$ cat src/rtl/mc_controller_if.sv
// Memory handshake bundle between the multi-cycle controller and the
// variable-latency memory.
interface mc_controller_if;
   logic mem_req;
   logic mem_write;
   logic mem_ready;

   modport master (
      output mem_req,
      output mem_write,
      input  mem_ready
   );

   modport slave (
      input  mem_req,
      input  mem_write,
      output mem_ready
   );
endinterface

$ cat src/rtl/mc_controller.sv
// Multi-cycle MIPS control unit: sequences fetch/decode/execute/memory/writeback,
// with memory timeout, sticky trap on illegal opcodes and a retired counter.
module mc_controller #(
   parameter int unsigned TIMEOUT = 16,
   parameter int unsigned CNT_W   = 32
) (
   input  logic             clk,
   input  logic             rst,
   input  logic [5:0]       opcode,
   input  logic [5:0]       funct,
   input  logic             zero,
   mc_controller_if.master  mem,
   output logic             iord,
   output logic             ir_write,
   output logic             pc_write,
   output logic [1:0]       pc_src,
   output logic             alu_src_a,
   output logic [1:0]       alu_src_b,
   output logic [2:0]       alu_op,
   output logic             reg_write,
   output logic [1:0]       reg_dst,
   output logic [1:0]       mem_to_reg,
   output logic [3:0]       state,
   output logic             trap,
   output logic [1:0]       trap_cause,
   output logic [CNT_W-1:0] retired
);

   typedef enum logic [3:0] {
      S_FETCH     = 4'd0,
      S_DECODE    = 4'd1,
      S_MEM_ADDR  = 4'd2,
      S_MEM_READ  = 4'd3,
      S_MEM_WB    = 4'd4,
      S_MEM_WRITE = 4'd5,
      S_R_EXEC    = 4'd6,
      S_R_WB      = 4'd7,
      S_BRANCH    = 4'd8,
      S_I_EXEC    = 4'd9,
      S_I_WB      = 4'd10,
      S_JUMP      = 4'd11,
      S_JAL       = 4'd12,
      S_TRAP      = 4'd13
   } state_e;

   typedef enum logic [2:0] {
      ALU_ADD   = 3'd0,
      ALU_SUB   = 3'd1,
      ALU_AND   = 3'd2,
      ALU_OR    = 3'd3,
      ALU_XOR   = 3'd4,
      ALU_LUI   = 3'd5,
      ALU_FUNCT = 3'd7
   } alu_e;

   localparam logic [5:0] OP_RTYPE = 6'h00;
   localparam logic [5:0] OP_J     = 6'h02;
   localparam logic [5:0] OP_JAL   = 6'h03;
   localparam logic [5:0] OP_BEQ   = 6'h04;
   localparam logic [5:0] OP_BNE   = 6'h05;
   localparam logic [5:0] OP_ADDI  = 6'h08;
   localparam logic [5:0] OP_ANDI  = 6'h0C;
   localparam logic [5:0] OP_ORI   = 6'h0D;
   localparam logic [5:0] OP_XORI  = 6'h0E;
   localparam logic [5:0] OP_LUI   = 6'h0F;
   localparam logic [5:0] OP_LW    = 6'h23;
   localparam logic [5:0] OP_SW    = 6'h2B;
   localparam logic [5:0] FN_JR    = 6'h08;

   localparam int unsigned        WAIT_W   = (TIMEOUT < 2) ? 1 : $clog2(TIMEOUT + 1);
   localparam logic [WAIT_W-1:0]  WAIT_MAX = WAIT_W'(TIMEOUT);

   state_e             state_q, state_d;
   logic [WAIT_W-1:0]  wait_q, wait_d;
   logic               trap_q, trap_d;
   logic [1:0]         cause_q, cause_d;
   logic [CNT_W-1:0]   retired_q, retired_d;

   logic       mem_req_c, mem_write_c, iord_c, ir_write_c, pc_write_c;
   logic [1:0] pc_src_c, alu_src_b_c, reg_dst_c, mem_to_reg_c;
   logic       alu_src_a_c, reg_write_c;
   alu_e       alu_op_c;
   logic       retire, mem_wait;

   always_comb begin
      mem_req_c    = 1'b0;
      mem_write_c  = 1'b0;
      iord_c       = 1'b0;
      ir_write_c   = 1'b0;
      pc_write_c   = 1'b0;
      pc_src_c     = 2'd0;
      alu_src_a_c  = 1'b0;
      alu_src_b_c  = 2'd0;
      alu_op_c     = ALU_ADD;
      reg_write_c  = 1'b0;
      reg_dst_c    = 2'd0;
      mem_to_reg_c = 2'd0;
      state_d      = state_q;
      wait_d       = '0;
      trap_d       = trap_q;
      cause_d      = cause_q;
      retired_d    = retired_q;
      retire       = 1'b0;
      mem_wait     = 1'b0;

      case (state_q)
         S_FETCH: begin
            mem_req_c   = 1'b1;
            alu_src_b_c = 2'd1;
            if (mem.mem_ready) begin
               ir_write_c = 1'b1;
               pc_write_c = 1'b1;
               state_d    = S_DECODE;
            end else begin
               mem_wait = 1'b1;
            end
         end
         S_DECODE: begin
            alu_src_b_c = 2'd3;
            case (opcode)
               OP_RTYPE:                                  state_d = (funct == FN_JR) ? S_JUMP : S_R_EXEC;
               OP_LW, OP_SW:                              state_d = S_MEM_ADDR;
               OP_BEQ, OP_BNE:                            state_d = S_BRANCH;
               OP_ADDI, OP_ANDI, OP_ORI, OP_XORI, OP_LUI: state_d = S_I_EXEC;
               OP_J:                                      state_d = S_JUMP;
               OP_JAL:                                    state_d = S_JAL;
               default: begin
                  state_d = S_TRAP;
                  trap_d  = 1'b1;
                  cause_d = 2'd1;
               end
            endcase
         end
         S_MEM_ADDR: begin
            alu_src_a_c = 1'b1;
            alu_src_b_c = 2'd2;
            state_d     = (opcode == OP_SW) ? S_MEM_WRITE : S_MEM_READ;
         end
         S_MEM_READ: begin
            mem_req_c = 1'b1;
            iord_c    = 1'b1;
            if (mem.mem_ready) state_d  = S_MEM_WB;
            else               mem_wait = 1'b1;
         end
         S_MEM_WB: begin
            reg_write_c  = 1'b1;
            mem_to_reg_c = 2'd1;
            retire       = 1'b1;
         end
         S_MEM_WRITE: begin
            mem_req_c   = 1'b1;
            mem_write_c = 1'b1;
            iord_c      = 1'b1;
            if (mem.mem_ready) retire   = 1'b1;
            else               mem_wait = 1'b1;
         end
         S_R_EXEC: begin
            alu_src_a_c = 1'b1;
            alu_op_c    = ALU_FUNCT;
            state_d     = S_R_WB;
         end
         S_R_WB: begin
            reg_write_c = 1'b1;
            reg_dst_c   = 2'd1;
            retire      = 1'b1;
         end
         S_BRANCH: begin
            alu_src_a_c = 1'b1;
            alu_op_c    = ALU_SUB;
            pc_src_c    = 2'd1;
            pc_write_c  = (opcode == OP_BNE) ? ~zero : zero;
            retire      = 1'b1;
         end
         S_I_EXEC: begin
            alu_src_a_c = 1'b1;
            alu_src_b_c = 2'd2;
            case (opcode)
               OP_ANDI: alu_op_c = ALU_AND;
               OP_ORI:  alu_op_c = ALU_OR;
               OP_XORI: alu_op_c = ALU_XOR;
               OP_LUI:  alu_op_c = ALU_LUI;
               default: alu_op_c = ALU_ADD;
            endcase
            state_d = S_I_WB;
         end
         S_I_WB: begin
            reg_write_c = 1'b1;
            retire      = 1'b1;
         end
         S_JUMP: begin
            pc_write_c = 1'b1;
            pc_src_c   = (opcode == OP_RTYPE) ? 2'd3 : 2'd2;
            retire     = 1'b1;
         end
         S_JAL: begin
            pc_write_c   = 1'b1;
            pc_src_c     = 2'd2;
            reg_write_c  = 1'b1;
            reg_dst_c    = 2'd2;
            mem_to_reg_c = 2'd2;
            retire       = 1'b1;
         end
         S_TRAP:  state_d = S_TRAP;
         default: state_d = S_FETCH;
      endcase

      if (retire) begin
         state_d   = S_FETCH;
         retired_d = retired_q + 1'b1;
      end

      // wait_d stays '0 on any state change, so every memory state is entered with a clear count
      if (mem_wait) begin
         if ((TIMEOUT != 0) && (wait_q == WAIT_MAX)) begin
            state_d = S_TRAP;
            trap_d  = 1'b1;
            cause_d = 2'd2;
         end else begin
            wait_d = wait_q + 1'b1;
         end
      end
   end

   always_ff @(posedge clk) begin
      if (rst) begin
         state_q   <= S_FETCH;
         wait_q    <= '0;
         trap_q    <= 1'b0;
         cause_q   <= 2'd0;
         retired_q <= '0;
      end else begin
         state_q   <= state_d;
         wait_q    <= wait_d;
         trap_q    <= trap_d;
         cause_q   <= cause_d;
         retired_q <= retired_d;
      end
   end

   assign mem.mem_req   = rst ? 1'b0 : mem_req_c;
   assign mem.mem_write = rst ? 1'b0 : mem_write_c;
   assign iord          = rst ? 1'b0 : iord_c;
   assign ir_write      = rst ? 1'b0 : ir_write_c;
   assign pc_write      = rst ? 1'b0 : pc_write_c;
   assign pc_src        = rst ? '0   : pc_src_c;
   assign alu_src_a     = rst ? 1'b0 : alu_src_a_c;
   assign alu_src_b     = rst ? '0   : alu_src_b_c;
   assign alu_op        = rst ? '0   : alu_op_c;
   assign reg_write     = rst ? 1'b0 : reg_write_c;
   assign reg_dst       = rst ? '0   : reg_dst_c;
   assign mem_to_reg    = rst ? '0   : mem_to_reg_c;
   assign state         = state_q;
   assign trap          = trap_q;
   assign trap_cause    = cause_q;
   assign retired       = retired_q;

endmodule
$ cat src/flat_wrapper.sv
// flat-port wrapper written by rule: the top's interface ports become plain ports
module mc_controller_flat 
#(
   parameter int unsigned TIMEOUT = 16,
   parameter int unsigned CNT_W   = 32
)
  (clk, rst, opcode, funct, zero, iord, ir_write, pc_write, pc_src, alu_src_a, alu_src_b, alu_op, reg_write, reg_dst, mem_to_reg, state, trap, trap_cause, retired, mem_mem_req, mem_mem_write, mem_mem_ready);
  mc_controller_if mem_i ();
  input  logic clk;
  input  logic rst;
  input  logic [5:0] opcode;
  input  logic [5:0] funct;
  input  logic zero;
  output logic iord;
  output logic ir_write;
  output logic pc_write;
  output logic [1:0] pc_src;
  output logic alu_src_a;
  output logic [1:0] alu_src_b;
  output logic [2:0] alu_op;
  output logic reg_write;
  output logic [1:0] reg_dst;
  output logic [1:0] mem_to_reg;
  output logic [3:0] state;
  output logic trap;
  output logic [1:0] trap_cause;
  output logic [CNT_W-1:0] retired;
  output wire logic [$bits(mem_i.mem_req)-1:0] mem_mem_req;
  output wire logic [$bits(mem_i.mem_write)-1:0] mem_mem_write;
  input wire logic [$bits(mem_i.mem_ready)-1:0] mem_mem_ready;
  assign mem_mem_req = mem_i.mem_req;
  assign mem_mem_write = mem_i.mem_write;
  assign mem_i.mem_ready = mem_mem_ready;
  mc_controller #(.TIMEOUT(TIMEOUT), .CNT_W(CNT_W)) u_core (.clk(clk), .rst(rst), .opcode(opcode), .funct(funct), .zero(zero), .mem(mem_i), .iord(iord), .ir_write(ir_write), .pc_write(pc_write), .pc_src(pc_src), .alu_src_a(alu_src_a), .alu_src_b(alu_src_b), .alu_op(alu_op), .reg_write(reg_write), .reg_dst(reg_dst), .mem_to_reg(mem_to_reg), .state(state), .trap(trap), .trap_cause(trap_cause), .retired(retired));
endmodule
$ cat config.mk
export PLATFORM = sky130hd
export DESIGN_NAME = mc_controller_flat
export DESIGN_NICKNAME = d
export VERILOG_FILES = /design/src/rtl/mc_controller_if.sv /design/src/rtl/mc_controller.sv /design/src/flat_wrapper.sv
export SDC_FILE = /design/constraint.sdc
export NUM_CORES = 1
export LEC_CHECK = 0
export BUFFER_PORTS_ARGS = -buffer_cell sky130_fd_sc_hd__buf_2
export CAP_MARGIN = 10
export CORE_ASPECT_RATIO = 0.8
export CORE_UTILIZATION = 50
export DETAILED_ROUTE_END_ITERATION = 7
export GPL_TIMING_DRIVEN = 0
export HOLD_SLACK_MARGIN = 0.06
export PLACE_DENSITY = 0.86
export SLEW_MARGIN = 20
export SYNTH_ARGS = -nofsm -noshare
export SYNTH_HDL_FRONTEND = slang
export SYNTH_SLANG_ARGS = --single-unit
$ cat constraint.sdc
create_clock -name clk -period 4 [get_ports clk]
set_input_delay 0.6 -clock clk [delete_from_list [all_inputs] [get_ports clk]]
set_output_delay 0.6 -clock clk [all_outputs]
set_load 0.01 [all_outputs]
==> impl_metrics.json, run 1 <==
{
  "status": "finished, final reports clean",
  "num_rows": 23,
  "ys_seq_area_share_pct": 33.0,
  "fmax_mhz": 352,
  "place_area_um2": 3100,
  "period_needed_ns": 2.84,
  "synth_cells": 355,
  "ff_latch_area_um2": 881,
  "yosys_warnings": 0,
  "hpwl_mm": 4.97,
  "initial_utilization_pct": 52.6,
  "antenna_found_initial": 0,
  "core_area_um2": 5060,
  "grt_first_pass_wirelength_mm": 11.2,
  "reg2reg_setup_slack_ns": 1.42,
  "final_cell_mix": "buf_2 (71), dfxtp_1 (44), nor2_1 (40)",
  "synth_cell_types": 50,
  "syn_nets": 374,
  "post_cts_resized": 0,
  "wl_mm": 6.71,
  "r2r_cells": 6,
  "ant_nets": 0,
  "clockBufferDepth": 2,
  "grt_max_degree": 14,
  "multi_input_area_um2": 1640,
  "power_leakage_nw": 1.22,
  "grt_use_total_pct": 24.5,
  "worstPathMaxFanout": 10,
  "required_ns": 3.40,
  "setup_tns_ns": 0,
  "place_congestion": 0.944,
  "first_pass_iters": 5,
  "drc_errors": 0,
  "rsz0062_at_grt": "no",
  "min_path_type": "reg2reg",
  "ios": 73,
  "grt_pass1_vias": 2487,
  "die_y_um": 67.3,
  "synthFlopType": "dfxtp_1",
  "mostFrequentLayoutCell": "buf_2",
  "setup_viol": 0,
  "p_comb_share_pct": 30.7,
  "total_power_w": 0.00108,
  "holdBufCountCts": 0,
  "switching_share_pct": 35.5,
  "synthToLayoutAreaGrowth_pct": 19.1,
  "vias": 2866,
  "worstSkewPairLatency_ns": 0.30,
  "relSlewSlack_pct": 38.8,
  "dp_cells": 486,
  "cts_tree": "done",
  "slew_viol_final": 0,
  "nets": 450,
  "async_flop_share_pct": 0,
  "cts_root_buffer": "clkbuf_8",
  "grt_overflow": 0,
  "finalClockSkew_ns": 0.00813,
  "cts_setup_buffers": 0,
  "dieArea_um2": 5630,
  "p_sw_w": 0.000384,
  "design_area_um2": 3180,
  "diodes": 0,
  "cts.clk_slew.worst_paths_ns": 0.08,
  "layout-drive-gt1-share_pct": 20.4,
  "port_buffers": 69,
  "critPathKind": "reg2out",
  "viasPerCell": 5.81,
  "p_clk_share_pct": 25.2,
  "fin_crit_sh_pct": 71.0,
  "final_cells": 493,
  "drv_cap": 0,
  "p_int_w": 0.000698,
  "hold_depth": 2,
  "drtIter0Drc": 321,
  "synth-edff-count": 0,
  "ir_drop_uv": 183,
  "nFillCells": 466,
  "die_w_um": 83.6,
  "cp.arrival_ns": 2.24,
  "clock_sinks": 44,
  "syn-cell-area_um2": 2670,
  "p_per_area_nw_per_um2": 341,
  "synth.ff_latch_count": 44,
  "seq_power_share_pct": 44.1,
  "hold_viol_final": 0,
  "worst-slew-pin-transition_ns": 0.910,
  "wl_per_cell_um": 13.6,
  "worstSetupStartpointType": "register",
  "synth.avg_cell_area_um2": 7.51,
  "setup.worst_path.end_class": "primary output",
  "numCtsBuffers": 5,
  "cts_max_level": 2
}
==> state kept, by name, summed over array words and instances (netlist names) <==
name,cells
u_core.trap_cause,2
u_core.trap,1
u_core.wait_q,5
u_core.state,4
u_core.retired,32
==> path summary, 6_finish.rpt <==
kind	from	end
max	u_core.state[2]$_SDFF_PP0_	alu_op[0]
max reg2reg	u_core.state[3]$_SDFF_PP0_	u_core.retired[30]$_SDFFE_PP0P_
min reg2reg	u_core.trap_cause[0]$_SDFF_PP0_	u_core.trap_cause[0]$_SDFF_PP0_
min	u_core.trap_cause[0]$_SDFF_PP0_	u_core.trap_cause[0]$_SDFF_PP0_
==> logic make-up (layout without fill, tap and decap cells) <==
group	count (synthesis)	after routing	synth area share, %
DFF	44	44	33.0
buffers and inverters	38	114	5.87
AOI/OAI and AO/OA	80	80	17.9
and+or+nand+nor	168	168	34.6
adders and majority gates	3	3	1.41
xor gates and xnor gates	22	22	7.23
==> Yosys cell counts, types with 2 or more instances <==
| library cell | number | share of area, % |
|---|---|---|
| dfxtp_1 | 44 | 33 |
| xnor2_1 | 17 | 5.6 |
| buf_1 | 3 | 0.42 |
| nand2_1 | 23 | 3.2 |
| o211ai_1 | 2 | 0.56 |
| inv_1 | 13 | 1.8 |
| o22ai_1 | 3 | 0.70 |
| nand3b_1 | 3 | 0.84 |
| and4_1 | 4 | 1.3 |
| nand3_1 | 21 | 3.9 |
| ha_1 | 3 | 1.4 |
| and3_1 | 5 | 1.2 |
| buf_2 | 2 | 0.38 |
| nor2b_1 | 5 | 1.2 |
| o21a_1 | 3 | 0.84 |
| nor4_1 | 15 | 3.5 |
| or3_2 | 3 | 0.84 |
| o21ai_0 | 17 | 3.2 |
| o31ai_1 | 5 | 1.4 |
| nand2b_1 | 9 | 2.1 |
| and2_1 | 3 | 0.70 |
| nand4_1 | 6 | 1.4 |
| nor3b_1 | 2 | 0.56 |
| nor4b_1 | 5 | 1.6 |
| o221ai_1 | 2 | 0.66 |
| nor3_1 | 6 | 1.1 |
| or4_1 | 4 | 1.1 |
| a211oi_1 | 3 | 0.84 |
| nor2_1 | 40 | 5.6 |
| or3_1 | 8 | 1.9 |
| a21oi_1 | 36 | 6.8 |
| xor2_1 | 5 | 1.6 |
| clkbuf_1 | 18 | 2.5 |
==> through the flow <==
step           hold slack, ns  setup slack, ns  utilization [%]
2_1_floorplan           0.430             1.62                -
3_3_place_gp            0.443             1.38             61.0
3_5_place_dp            0.452             1.28             61.1
4_1_cts                 0.464             1.20             62.7
5_1_grt                 0.495            0.933             62.7
6_report                0.465             1.16             62.7
==> cell type report <==
class / count / area share (%)
Buffer: 25 / 3.39
Tap cell: 62 / 2.44
Clock inverter: 2 / 0.394
Clock buffer: 5 / 2.17
Timing Repair Buffer: 69 / 10.9
Multi-Input combinational cell: 273 / 51.5
Inverter: 13 / 1.54
Sequential cell: 44 / 27.7
==> power groups by stage <==
| stage | clock network (W) | logic (W) | registers, W |
|---|---|---|---|
| finish | 0.000272 | 0.000333 | 0.000477 |
| global route | 0.000293 | 0.000373 | 0.000481 |
| CTS | 0.000274 | 0.000329 | 0.000477 |
| detailed placement | 0 | 0.000329 | 0.000487 |
| global placement | 0 | 0.000321 | 0.000487 |
| floorplan | 0 | 0.000223 | 0.000494 |
==> per-layer routing <==
metal / up-vias / routed length, um / GRT usage (%)
met3: 5 / 535 / 4.52
met4: 0 / 40 / 5.93
met5: - / 0 / 0
met2: 118 / 2920 / 38.9
li1: 1431 / - / -
met1: 1312 / 3210 / 34.7
==> worst max-delay path, stage by stage (launching register included) <==
cell and delay (ns):
dfxtp_1 0.34, clkbuf_1 0.29, clkbuf_1 0.39, clkbuf_1 0.35, nand3_1 0.20, a21oi_1 0.21, buf_2 0.16
No activity file was read; power rests on OpenSTA's default activity.
==> run 2, diff against run 1 <==
CORE_UTILIZATION = 48   (was 50)
clock period = 2.45 ns   (was 4 ns; I/O delays follow)
==> impl_metrics.json, run 2 (same netlist as run 1, synthesis figures left out) <==
{
  "status": "finished, final reports clean",
  "slew_viol_final": 0,
  "ir_drop_uv": 351,
  "antenna_found_initial": 0,
  "holdWs_ns": 0.464,
  "reg2reg_from": "u_core.state[3]$_SDFF_PP0_",
  "wl_mm": 7.11,
  "grt_use_total_pct": 24.4,
  "cp.arrival_ns": 2.02,
  "startpoint": "u_core.state[1]$_SDFF_PP0_",
  "min_path_type": "reg2reg",
  "place_congestion": 0.871,
  "period_needed_ns": 2.39,
  "setup_viol": 0,
  "crit_cells": 6,
  "viasPerCell": 6.01,
  "hpwl_mm": 5.18,
  "clock_sinks": 44,
  "final_util_pct": 62.2,
  "finalClockSkew_ns": 0.0111,
  "dieArea_um2": 5860,
  "cts_root_buffer": "clkbuf_8",
  "clockBufferDepth": 2,
  "critPathKind": "reg2out",
  "reg2reg_setup_slack_ns": 0.10,
  "initial_utilization_pct": 51.5,
  "grt_pass1_vias": 2487,
  "p_per_area_nw_per_um2": 566,
  "fmax_mhz": 419,
  "rr_endpoint": "u_core.retired[31]$_SDFFE_PP0P_",
  "die_w_um": 85.3,
  "crit_family": "buffers and inverters",
  "pre_cts_ws_ns": -0.0380,
  "holdBufCountCts": 0,
  "cp_slowest_stage_delay_ns": 0.36,
  "worst-path-buf-inv": 3,
  "required_ns": 2.08,
  "numCtsBuffers": 5,
  "worstSkewPairLatency_ns": 0.30,
  "num_rows": 23,
  "design_area_um2": 3220,
  "setup.worst_path.end_class": "primary output",
  "vias": 2971,
  "cts.clk_slew.worst_paths_ns": 0.08,
  "port_buffers": 69,
  "synthToLayoutAreaGrowth_pct": 20.8,
  "final_cell_mix": "buf_2 (71), dfxtp_1 (43), nor2_1 (40)",
  "worst-slew-pin-transition_ns": 0.763,
  "cp_slowest_cell": "dfxtp_1",
  "worstSetupStartpointType": "register",
  "mostFrequentLayoutCell": "buf_2",
  "cts_max_level": 2,
  "layout-drive-gt1-share_pct": 22.9,
  "nets": 450,
  "grt_max_degree": 14,
  "core_area_um2": 5180,
  "drc_errors": 0,
  "die_y_um": 68.7,
  "fin_ws_ns": 0.0614,
  "setup_tns_ns": 0,
  "place_area_um2": 3100,
  "drv_cap": 0,
  "fin_crit_sh_pct": 97.5,
  "grt_overflow": 0,
  "worstPathMaxFanout": 10,
  "cts_tree": "done",
  "power_leakage_nw": 1.25,
  "ios": 73,
  "first_pass_iters": 5,
  "grt_first_pass_wirelength_mm": 11.5,
  "r2r_cells": 7,
  "largest_reg_flops": 32,
  "ant_nets": 0,
  "crit_chain": "clkbuf_1, clkbuf_2, and4_1, nor2_1, nor3_1, buf_2",
  "diodes": 0,
  "drtIter0Drc": 263,
  "cp-endpoint": "pc_src[0]",
  "relSlewSlack_pct": 49.0,
  "wl_per_cell_um": 14.4,
  "hold_viol_final": 0
}
-- run 2: worst min-delay path by stage --
| stage | startpoint | endpoint | slack [ns] | cells past startpoint |
|---|---|---|---|---|
| after floorplan | u_core.wait_q[0]$_SDFF_PP0_ | u_core.wait_q[0]$_SDFF_PP0_ | 0.43 | 1 |
| final | u_core.wait_q[0]$_SDFF_PP0_ | u_core.wait_q[0]$_SDFF_PP0_ | 0.46 | 1 |
| after global placement | u_core.trap_cause[0]$_SDFF_PP0_ | u_core.trap_cause[0]$_SDFF_PP0_ | 0.44 | 2 |
| after detailed placement | u_core.wait_q[0]$_SDFF_PP0_ | u_core.wait_q[0]$_SDFF_PP0_ | 0.45 | 1 |
| after CTS | rst | u_core.state[2]$_SDFF_PP0_ | 0.47 | 3 |
| after global routing | u_core.wait_q[0]$_SDFF_PP0_ | u_core.wait_q[0]$_SDFF_PP0_ | 0.49 | 1 |
-- run 2: area by class of cell --
class / count / area, um^2
buffer: 24 / 109
clock buffer: 7 / 86.3
clock inverter: 1 / 7.51
fill: 480 / 1960
inverter: 13 / 48.8
multi-input combinational: 273 / 1660
sequential: 44 / 882
tap: 62 / 77.6
timing repair buffer: 70 / 353
-- run 2: where the power goes --
group          internal, W  switching [W]
clock network     0.000230       0.000251
registers         0.000750      0.0000391
logic             0.000201       0.000352
total              0.00118       0.000642
-- run 2: layer usage --
metal	vias up	share of wire, %	global-route usage (%)	routed length [um]
met5	-	0	0	0
met4	0	0.52	4.38	37
met3	7	7.1	4.17	508
met2	124	45	40.9	3210
met1	1407	47	33.9	3360
li1	1433	-	-	-
-- run 2: worst register-to-register path: cells and delay by family, from the launching register on --
family / cells / cell delay [ns]
buffers and inverters: 2 / 0.39
AOI/OAI and AO/OA: 2 / 0.45
DFF: 1 / 0.34
and+or+nand+nor: 3 / 1.10
-- run 2: stage by stage --
step	total power, W	std cells
floorplan	0.00117	355
global placement	0.00132	486
detailed placement	0.00134	486
CTS	0.00181	494
global route	0.00191	494
finish	0.00182	494
-- run 2: what timing repair did --
item                                    4_1_cts  5_1_grt
gates resized for setup                       3        9
setup buffers                                 0        1
endpoints found under the setup margin        8       12
pin swaps                                     0        1
